**src/rtl/multiport_gpr_file.sv**
```systemverilog
// multiport_gpr_file: two-write, multi-read register file with zero register,
// write-to-read bypass and a pending-write scoreboard.
module multiport_gpr_file #(
    parameter int DATA_WIDTH = 32,
    parameter int ADDR_WIDTH = 5,
    parameter int READ_PORTS = 2
) (
    input  logic                             clock,
    input  logic                             reset,
    input  logic [1:0]                       wr_en,
    input  logic [2*ADDR_WIDTH-1:0]          wr_addr,
    input  logic [2*DATA_WIDTH-1:0]          wr_data,
    input  logic [READ_PORTS-1:0]            rd_en,
    input  logic [READ_PORTS*ADDR_WIDTH-1:0] rd_addr,
    output logic [READ_PORTS*DATA_WIDTH-1:0] rd_data,
    output logic [READ_PORTS-1:0]            rd_busy,
    input  logic                             rsv_en,
    input  logic [ADDR_WIDTH-1:0]            rsv_addr,
    output logic [2**ADDR_WIDTH-1:0]         busy_vec
);
    localparam int NREG = 2**ADDR_WIDTH;

    logic [DATA_WIDTH-1:0] regs [NREG];
    logic [NREG-1:0]       busy, busy_next;
    logic [ADDR_WIDTH-1:0] wa0, wa1;
    logic [DATA_WIDTH-1:0] wd0, wd1;
    logic                  w0, w1;
    logic [DATA_WIDTH-1:0] rd_q [READ_PORTS];
    logic [READ_PORTS-1:0] rd_busy_q;

    assign wa0 = wr_addr[0 +: ADDR_WIDTH];
    assign wa1 = wr_addr[ADDR_WIDTH +: ADDR_WIDTH];
    assign wd0 = wr_data[0 +: DATA_WIDTH];
    assign wd1 = wr_data[DATA_WIDTH +: DATA_WIDTH];
    // address 0 is hardwired, so writes to it are dropped before anything else sees them
    assign w0  = wr_en[0] && wa0 != '0;
    assign w1  = wr_en[1] && wa1 != '0;

    // clears from writes first, then reservation set so a same-cycle reserve wins
    always_comb begin
        busy_next = busy;
        if (w0) busy_next[wa0] = 1'b0;
        if (w1) busy_next[wa1] = 1'b0;
        if (rsv_en && rsv_addr != '0) busy_next[rsv_addr] = 1'b1;
        busy_next[0] = 1'b0;
    end

    // port 1 is assigned last so it takes priority on an address collision
    always_ff @(posedge clock) begin
        if (reset) begin
            for (int i = 0; i < NREG; i++) regs[i] <= '0;
            busy <= '0;
        end else begin
            if (w0) regs[wa0] <= wd0;
            if (w1) regs[wa1] <= wd1;
            busy <= busy_next;
        end
    end

    always_ff @(posedge clock) begin
        for (int r = 0; r < READ_PORTS; r++) begin
            if (reset || !rd_en[r]) begin
                rd_q[r]      <= '0;
                rd_busy_q[r] <= 1'b0;
            end else begin
                rd_q[r] <= (w1 && wa1 == rd_addr[r*ADDR_WIDTH +: ADDR_WIDTH]) ? wd1 :
                           (w0 && wa0 == rd_addr[r*ADDR_WIDTH +: ADDR_WIDTH]) ? wd0 :
                           regs[rd_addr[r*ADDR_WIDTH +: ADDR_WIDTH]];
                rd_busy_q[r] <= busy_next[rd_addr[r*ADDR_WIDTH +: ADDR_WIDTH]];
            end
        end
    end

    for (genvar g = 0; g < READ_PORTS; g++) begin : g_rd
        assign rd_data[g*DATA_WIDTH +: DATA_WIDTH] = rd_q[g];
    end

    assign rd_busy  = rd_busy_q;
    assign busy_vec = busy;
endmodule

```
**config.mk**
```make
export PLATFORM = sky130hd
export DESIGN_NAME = multiport_gpr_file
export DESIGN_NICKNAME = d
export VERILOG_FILES = /design/src/rtl/multiport_gpr_file.sv
export SDC_FILE = /design/constraint.sdc
export NUM_CORES = 2
export LEC_CHECK = 0
export CAP_MARGIN = 40
export CELL_PAD_IN_SITES_DETAIL_PLACEMENT = 0
export CELL_PAD_IN_SITES_GLOBAL_PLACEMENT = 2
export CORE_MARGIN = 3
export CORE_UTILIZATION = 25
export CTS_BUF_LIST = sky130_fd_sc_hd__clkbuf_8
export CTS_CLUSTER_SIZE = 14
export DETAILED_ROUTE_END_ITERATION = 6
export HOLD_SLACK_MARGIN = 0.05
export PLACE_DENSITY_LB_ADDON = 0.1
export SLEW_MARGIN = 20
export SYNTH_ARGS = -nofsm -noshare
export SYNTH_HDL_FRONTEND = slang
export SYNTH_SLANG_ARGS = --single-unit
```
**constraint.sdc**
```tcl
create_clock -name clock -period 2.9 [get_ports clock]
set_clock_uncertainty 0.05 [all_clocks]
set_input_delay 0.58 -clock clock [delete_from_list [all_inputs] [get_ports clock]]
set_output_delay 0.58 -clock clock [all_outputs]
set_load 0.02 [all_outputs]
```
==> impl_results.html <==
<table>
<tr><th>Metric</th><th>Value</th></tr>
<tr><th colspan="2">Final layout</th></tr>
<tr><td>Net count reported at finish</td><td>4854</td></tr>
<tr><td>Share of final-layout standard cells stronger than drive strength 1</td><td>0.358</td></tr>
<tr><td>Final std cells w/o fill</td><td>8286</td></tr>
<tr><td>Multi-input gate area</td><td>0.0280 sq mm</td></tr>
<tr><td>Area taken by flip-flops and latches</td><td>0.0327 sq mm</td></tr>
<tr><td>Relative area change from synthesis to final layout</td><td>27.1%</td></tr>
<tr><td>Number of filler cells placed in the layout</td><td>24200</td></tr>
<tr><th colspan="2">STA</th></tr>
<tr><td>Period utilization</td><td>0.941</td></tr>
<tr><td>Setup slack of the critical path after layout</td><td>0.172 ns</td></tr>
<tr><td>Minimum hold slack</td><td>0.201 ns</td></tr>
<tr><td>RSZ-0062 raised after global routing</td><td>false</td></tr>
<tr><td>Final-report setup violation count</td><td>0</td></tr>
<tr><td>Count of final hold-check violations</td><td>0</td></tr>
<tr><td>Setup TNS Final</td><td>0 ns</td></tr>
<tr><td>Worst relative slew slack</td><td>0.565</td></tr>
<tr><td>Tmin final</td><td>2.73 ns</td></tr>
<tr><td>Final Max Tran Viols</td><td>0</td></tr>
<tr><td>Slew at the pin with the worst max-slew slack</td><td>0.651 ns</td></tr>
<tr><td>Upper clock frequency limit</td><td>367 MHz</td></tr>
<tr><th colspan="2">Clock network</th></tr>
<tr><td>H-tree depth</td><td>4</td></tr>
<tr><td>Clock Latency Late Sink</td><td>1.04 ns</td></tr>
<tr><td>Count of buffers added by post-CTS timing repair for setup</td><td>0</td></tr>
<tr><td>Number of sinks on the clock net</td><td>1121</td></tr>
<tr><td>CTS max path bufs</td><td>3</td></tr>
<tr><td>CTS tree</td><td>built</td></tr>
<tr><td>Clock-pin transition on the worst setup and hold timing paths</td><td>0.06 ns</td></tr>
<tr><td>Clock buffers created by TritonCTS</td><td>221</td></tr>
<tr><td>Cell at the root of the clock tree</td><td>sky130_fd_sc_hd__clkbuf_8</td></tr>
<tr><th colspan="2">Place</th></tr>
<tr><td>Total instance count after detailed placement</td><td>7863</td></tr>
<tr><td>Final RePlAce weighted congestion</td><td>0.827</td></tr>
<tr><td>Final HPWL from detailed placement</td><td>222000 microns</td></tr>
<tr><td>Post-place setup slack</td><td>-0.515 ns</td></tr>
<tr><td>Count of port buffers added during placement</td><td>192</td></tr>
<tr><th colspan="2">Run status</th></tr>
<tr><td>Run status</td><td>complete, no violations</td></tr>
<tr><th colspan="2">Route</th></tr>
<tr><td>Avg WL per Cell</td><td>40.2 microns</td></tr>
<tr><td>Post-detailed-route count of antenna-violating nets</td><td>0</td></tr>
<tr><td>Total wire length</td><td>333000 microns</td></tr>
<tr><td>Via count</td><td>47600</td></tr>
<tr><td>First DRT Iteration DRCs</td><td>5022</td></tr>
<tr><td>TritonRoute pass-1 iters</td><td>6</td></tr>
<tr><td>Vias per Instance</td><td>5.74</td></tr>
<tr><td>Residual DRC</td><td>0</td></tr>
<tr><th colspan="2">Synthesis</th></tr>
<tr><td>Cell area after technology mapping</td><td>0.0631 sq mm</td></tr>
<tr><td>FFs w/ async S/R, synth</td><td>0</td></tr>
<tr><td>Number of warning messages in the yosys log</td><td>0</td></tr>
<tr><td>Synth cell types</td><td>65</td></tr>
<tr><td>Flip-flop cell with the highest count after synthesis</td><td>sky130_fd_sc_hd__edfxtp_1</td></tr>
<tr><td>Flip-flop and latch count after synthesis</td><td>1121</td></tr>
<tr><td>Average size of a mapped cell</td><td>14.8 sq um</td></tr>
<tr><td>Dominant cell type by area after synthesis</td><td>sky130_fd_sc_hd__edfxtp_1</td></tr>
<tr><td>Top post-synthesis cells by area</td><td>sky130_fd_sc_hd__edfxtp_1 49%, sky130_fd_sc_hd__mux4_2 23%, sky130_fd_sc_hd__a22o_1 14%</td></tr>
<tr><td>Portion of the post-synthesis area used by sequential elements</td><td>0.518</td></tr>
<tr><td>Synth Instances</td><td>4259</td></tr>
<tr><td>Top cell type's share of synthesized area</td><td>0.487</td></tr>
<tr><td>Number of enable flip-flop cells after synthesis</td><td>1024</td></tr>
<tr><th colspan="2">GRT</th></tr>
<tr><td>First-pass GRT wire length</td><td>445000 microns</td></tr>
<tr><td>Via count of the first global-routing pass</td><td>47900</td></tr>
<tr><td>Pin count of the biggest net entering global routing</td><td>45</td></tr>
<tr><td>Antenna violations before repair</td><td>7</td></tr>
<tr><td>Total congestion overflow</td><td>0</td></tr>
<tr><td>GRT Overall Usage</td><td>0.252</td></tr>
<tr><th colspan="2">Setup path</th></tr>
<tr><td>Arrival time worst endpoint</td><td>2.10 ns</td></tr>
<tr><td>Startpoint Class</td><td>register</td></tr>
<tr><td>Family with the most delay on the worst path</td><td>buffers and inverters</td></tr>
<tr><td>Highest net fanout along the worst path</td><td>2</td></tr>
<tr><td>Critical path launch point</td><td>busy_vec[9]$_SDFF_PP0_</td></tr>
<tr><td>Largest stage delay, worst path</td><td>0.66 ns</td></tr>
<tr><td>CP max-delay cell</td><td>sky130_fd_sc_hd__clkdlybuf4s50_1</td></tr>
<tr><td>Worst path depth</td><td>1</td></tr>
<tr><td>Crit path kind</td><td>register to primary output</td></tr>
<tr><td>Critical path required time</td><td>2.27 ns</td></tr>
<tr><td>RR Startpoint</td><td>regs[20][15]$_DFFE_PP_</td></tr>
<tr><td>Type of element capturing the critical path</td><td>primary output</td></tr>
<tr><td>Critical path cell sequence</td><td>clkdlybuf4s50_1</td></tr>
<tr><td>FF-to-FF path depth</td><td>6</td></tr>
<tr><td>Buffers plus inverters on the worst setup path</td><td>1</td></tr>
<tr><th colspan="2">Floorplan</th></tr>
<tr><td>Height of the die</td><td>509 microns</td></tr>
<tr><td>Floorplan Core Area</td><td>0.250 sq mm</td></tr>
<tr><td>Die Outline Area</td><td>0.259 sq mm</td></tr>
<tr><td>Die X-Extent</td><td>509 microns</td></tr>
<tr><td>I/O pin total</td><td>194</td></tr>
<tr><td>Initial cell density of the core</td><td>0.253</td></tr>
<tr><td>Row cnt</td><td>183</td></tr>
<tr><th colspan="2">Min path</th></tr>
<tr><td>Source of the worst hold timing path</td><td>rd_addr[8]</td></tr>
<tr><td>Worst hold stages</td><td>4</td></tr>
<tr><td>Class of the worst hold path</td><td>input pin to register</td></tr>
<tr><th colspan="2">Job</th></tr>
<tr><td>Max-cap violations</td><td>0</td></tr>
<tr><th colspan="2">Pwr</th></tr>
<tr><td>Maximum vdd drop</td><td>0.402 mV</td></tr>
<tr><td>Power density over the cells</td><td>520 mW/mm^2</td></tr>
<tr><td>Static leakage power</td><td>27.7 nW</td></tr>
<tr><td>Power after layout</td><td>41.7 mW</td></tr>
</table>
worst reg2reg max path: stages, from the launching register on:
cell,delay [ns]
sky130_fd_sc_hd__edfxtp_1,0.40
sky130_fd_sc_hd__mux4_2,0.47
sky130_fd_sc_hd__mux4_2,0.56
sky130_fd_sc_hd__nand2_1,0.18
sky130_fd_sc_hd__nand3_1,0.16
sky130_fd_sc_hd__o21ai_0,0.14
sky130_fd_sc_hd__o21ai_1,0.07
layer usage:
metal	GRT usage	up-vias	wire [microns]
met3	0.0357	466	18500
met4	0.0718	0	9780
met2	0.402	2027	155000
met1	0.358	26300	150000
met5	0	-	0
li1	-	18800	-
registers in the layout, indices dropped and copies added, names as in the netlist:
name	flops
regs	1024
rd_q	64
busy_vec	31
rd_busy	2
Yosys cell counts, drive strengths merged (2+ instances only):
library cell  number
a2111oi            8
a211oi             5
a21oi             22
a22o            1001
a22oi             14
a2bb2oi            3
a311oi             2
a31oi              4
a32o               6
a32oi              4
and2               2
and3               2
and3b              4
buf              222
clkbuf           455
dfxtp             97
edfxtp          1024
inv                7
mux2               4
mux2i              8
mux4             640
nand2            283
nand2b            25
nand3             79
nand3b             5
nand4              5
nand4b             3
nand4bb            2
nor2              82
nor2b             21
nor3              52
nor3b              6
nor4               3
nor4b              2
nor4bb             3
o211ai            36
o21ai             70
o221ai            10
or2                2
or3                4
or3b               2
xnor2             12
xor2               8
stage by stage:
step	instance area [sq um]	utilization
2_1_floorplan	63300	-
3_3_place_gp	76000	0.304
3_5_place_dp	76000	0.304
4_1_cts	80200	0.321
5_1_grt	80200	0.321
6_report	80200	0.321
repair_timing:
item,CTS,global route
setup endpoints to repair,6,0
endpoints found under the hold margin,6,0
gates resized for setup,6,0
hold buffers,2,0
cell usage in the layout, fill, tap and decap left out, drive strengths merged, types with 21 or more instances in the layout:
master / n
a21oi: 22
edfxtp: 1024
o211ai: 36
nor2b: 21
mux4: 640
conb: 33
inv: 109
o21ai: 70
buf: 736
a22o: 1001
clkdlybuf4s50: 177
nor3: 52
nor2: 82
nand2: 283
nand2b: 25
clkinv: 67
dfxtp: 97
clkbuf: 238
nand3: 79
report_power, final:
part	internal [mW]	switching, mW
registers	18.6	0.499
clock network	7.96	7.96
logic	2.95	3.68
kinds of logic after synthesis:
kind of cell / Yosys count / synth area share
other: 1 / 0.0000594
AOI/OAI and AO/OA: 1189 / 0.158
xor gates and xnor gates: 20 / 0.00277
and+or+nand+nor: 592 / 0.0433
buffers and inverters: 684 / 0.0473
DFF: 1121 / 0.518
muxes: 652 / 0.230
path summary, 6_finish.rpt:
path,end,slack (ns)
worst max-delay path,busy_vec[9],0.17
worst min-delay path,rd_busy[1]$_SDFF_PP0_,0.20
worst max register to register,rd_q[0][15]$_SDFF_PP0_,0.70
worst min register to register,busy_vec[6]$_SDFF_PP0_,0.53
final cells by class:
type / count / area share
sequential: 1121 / 0.407
multi-input combinational: 2486 / 0.349
timing repair buffer: 921 / 0.138
tap: 3330 / 0.0519
clock buffer: 238 / 0.0408
clock inverter: 177 / 0.0117
inverter: 7 / 0.000452
antenna: 6 / 0.000187
Power figures use the tool's default switching activity.
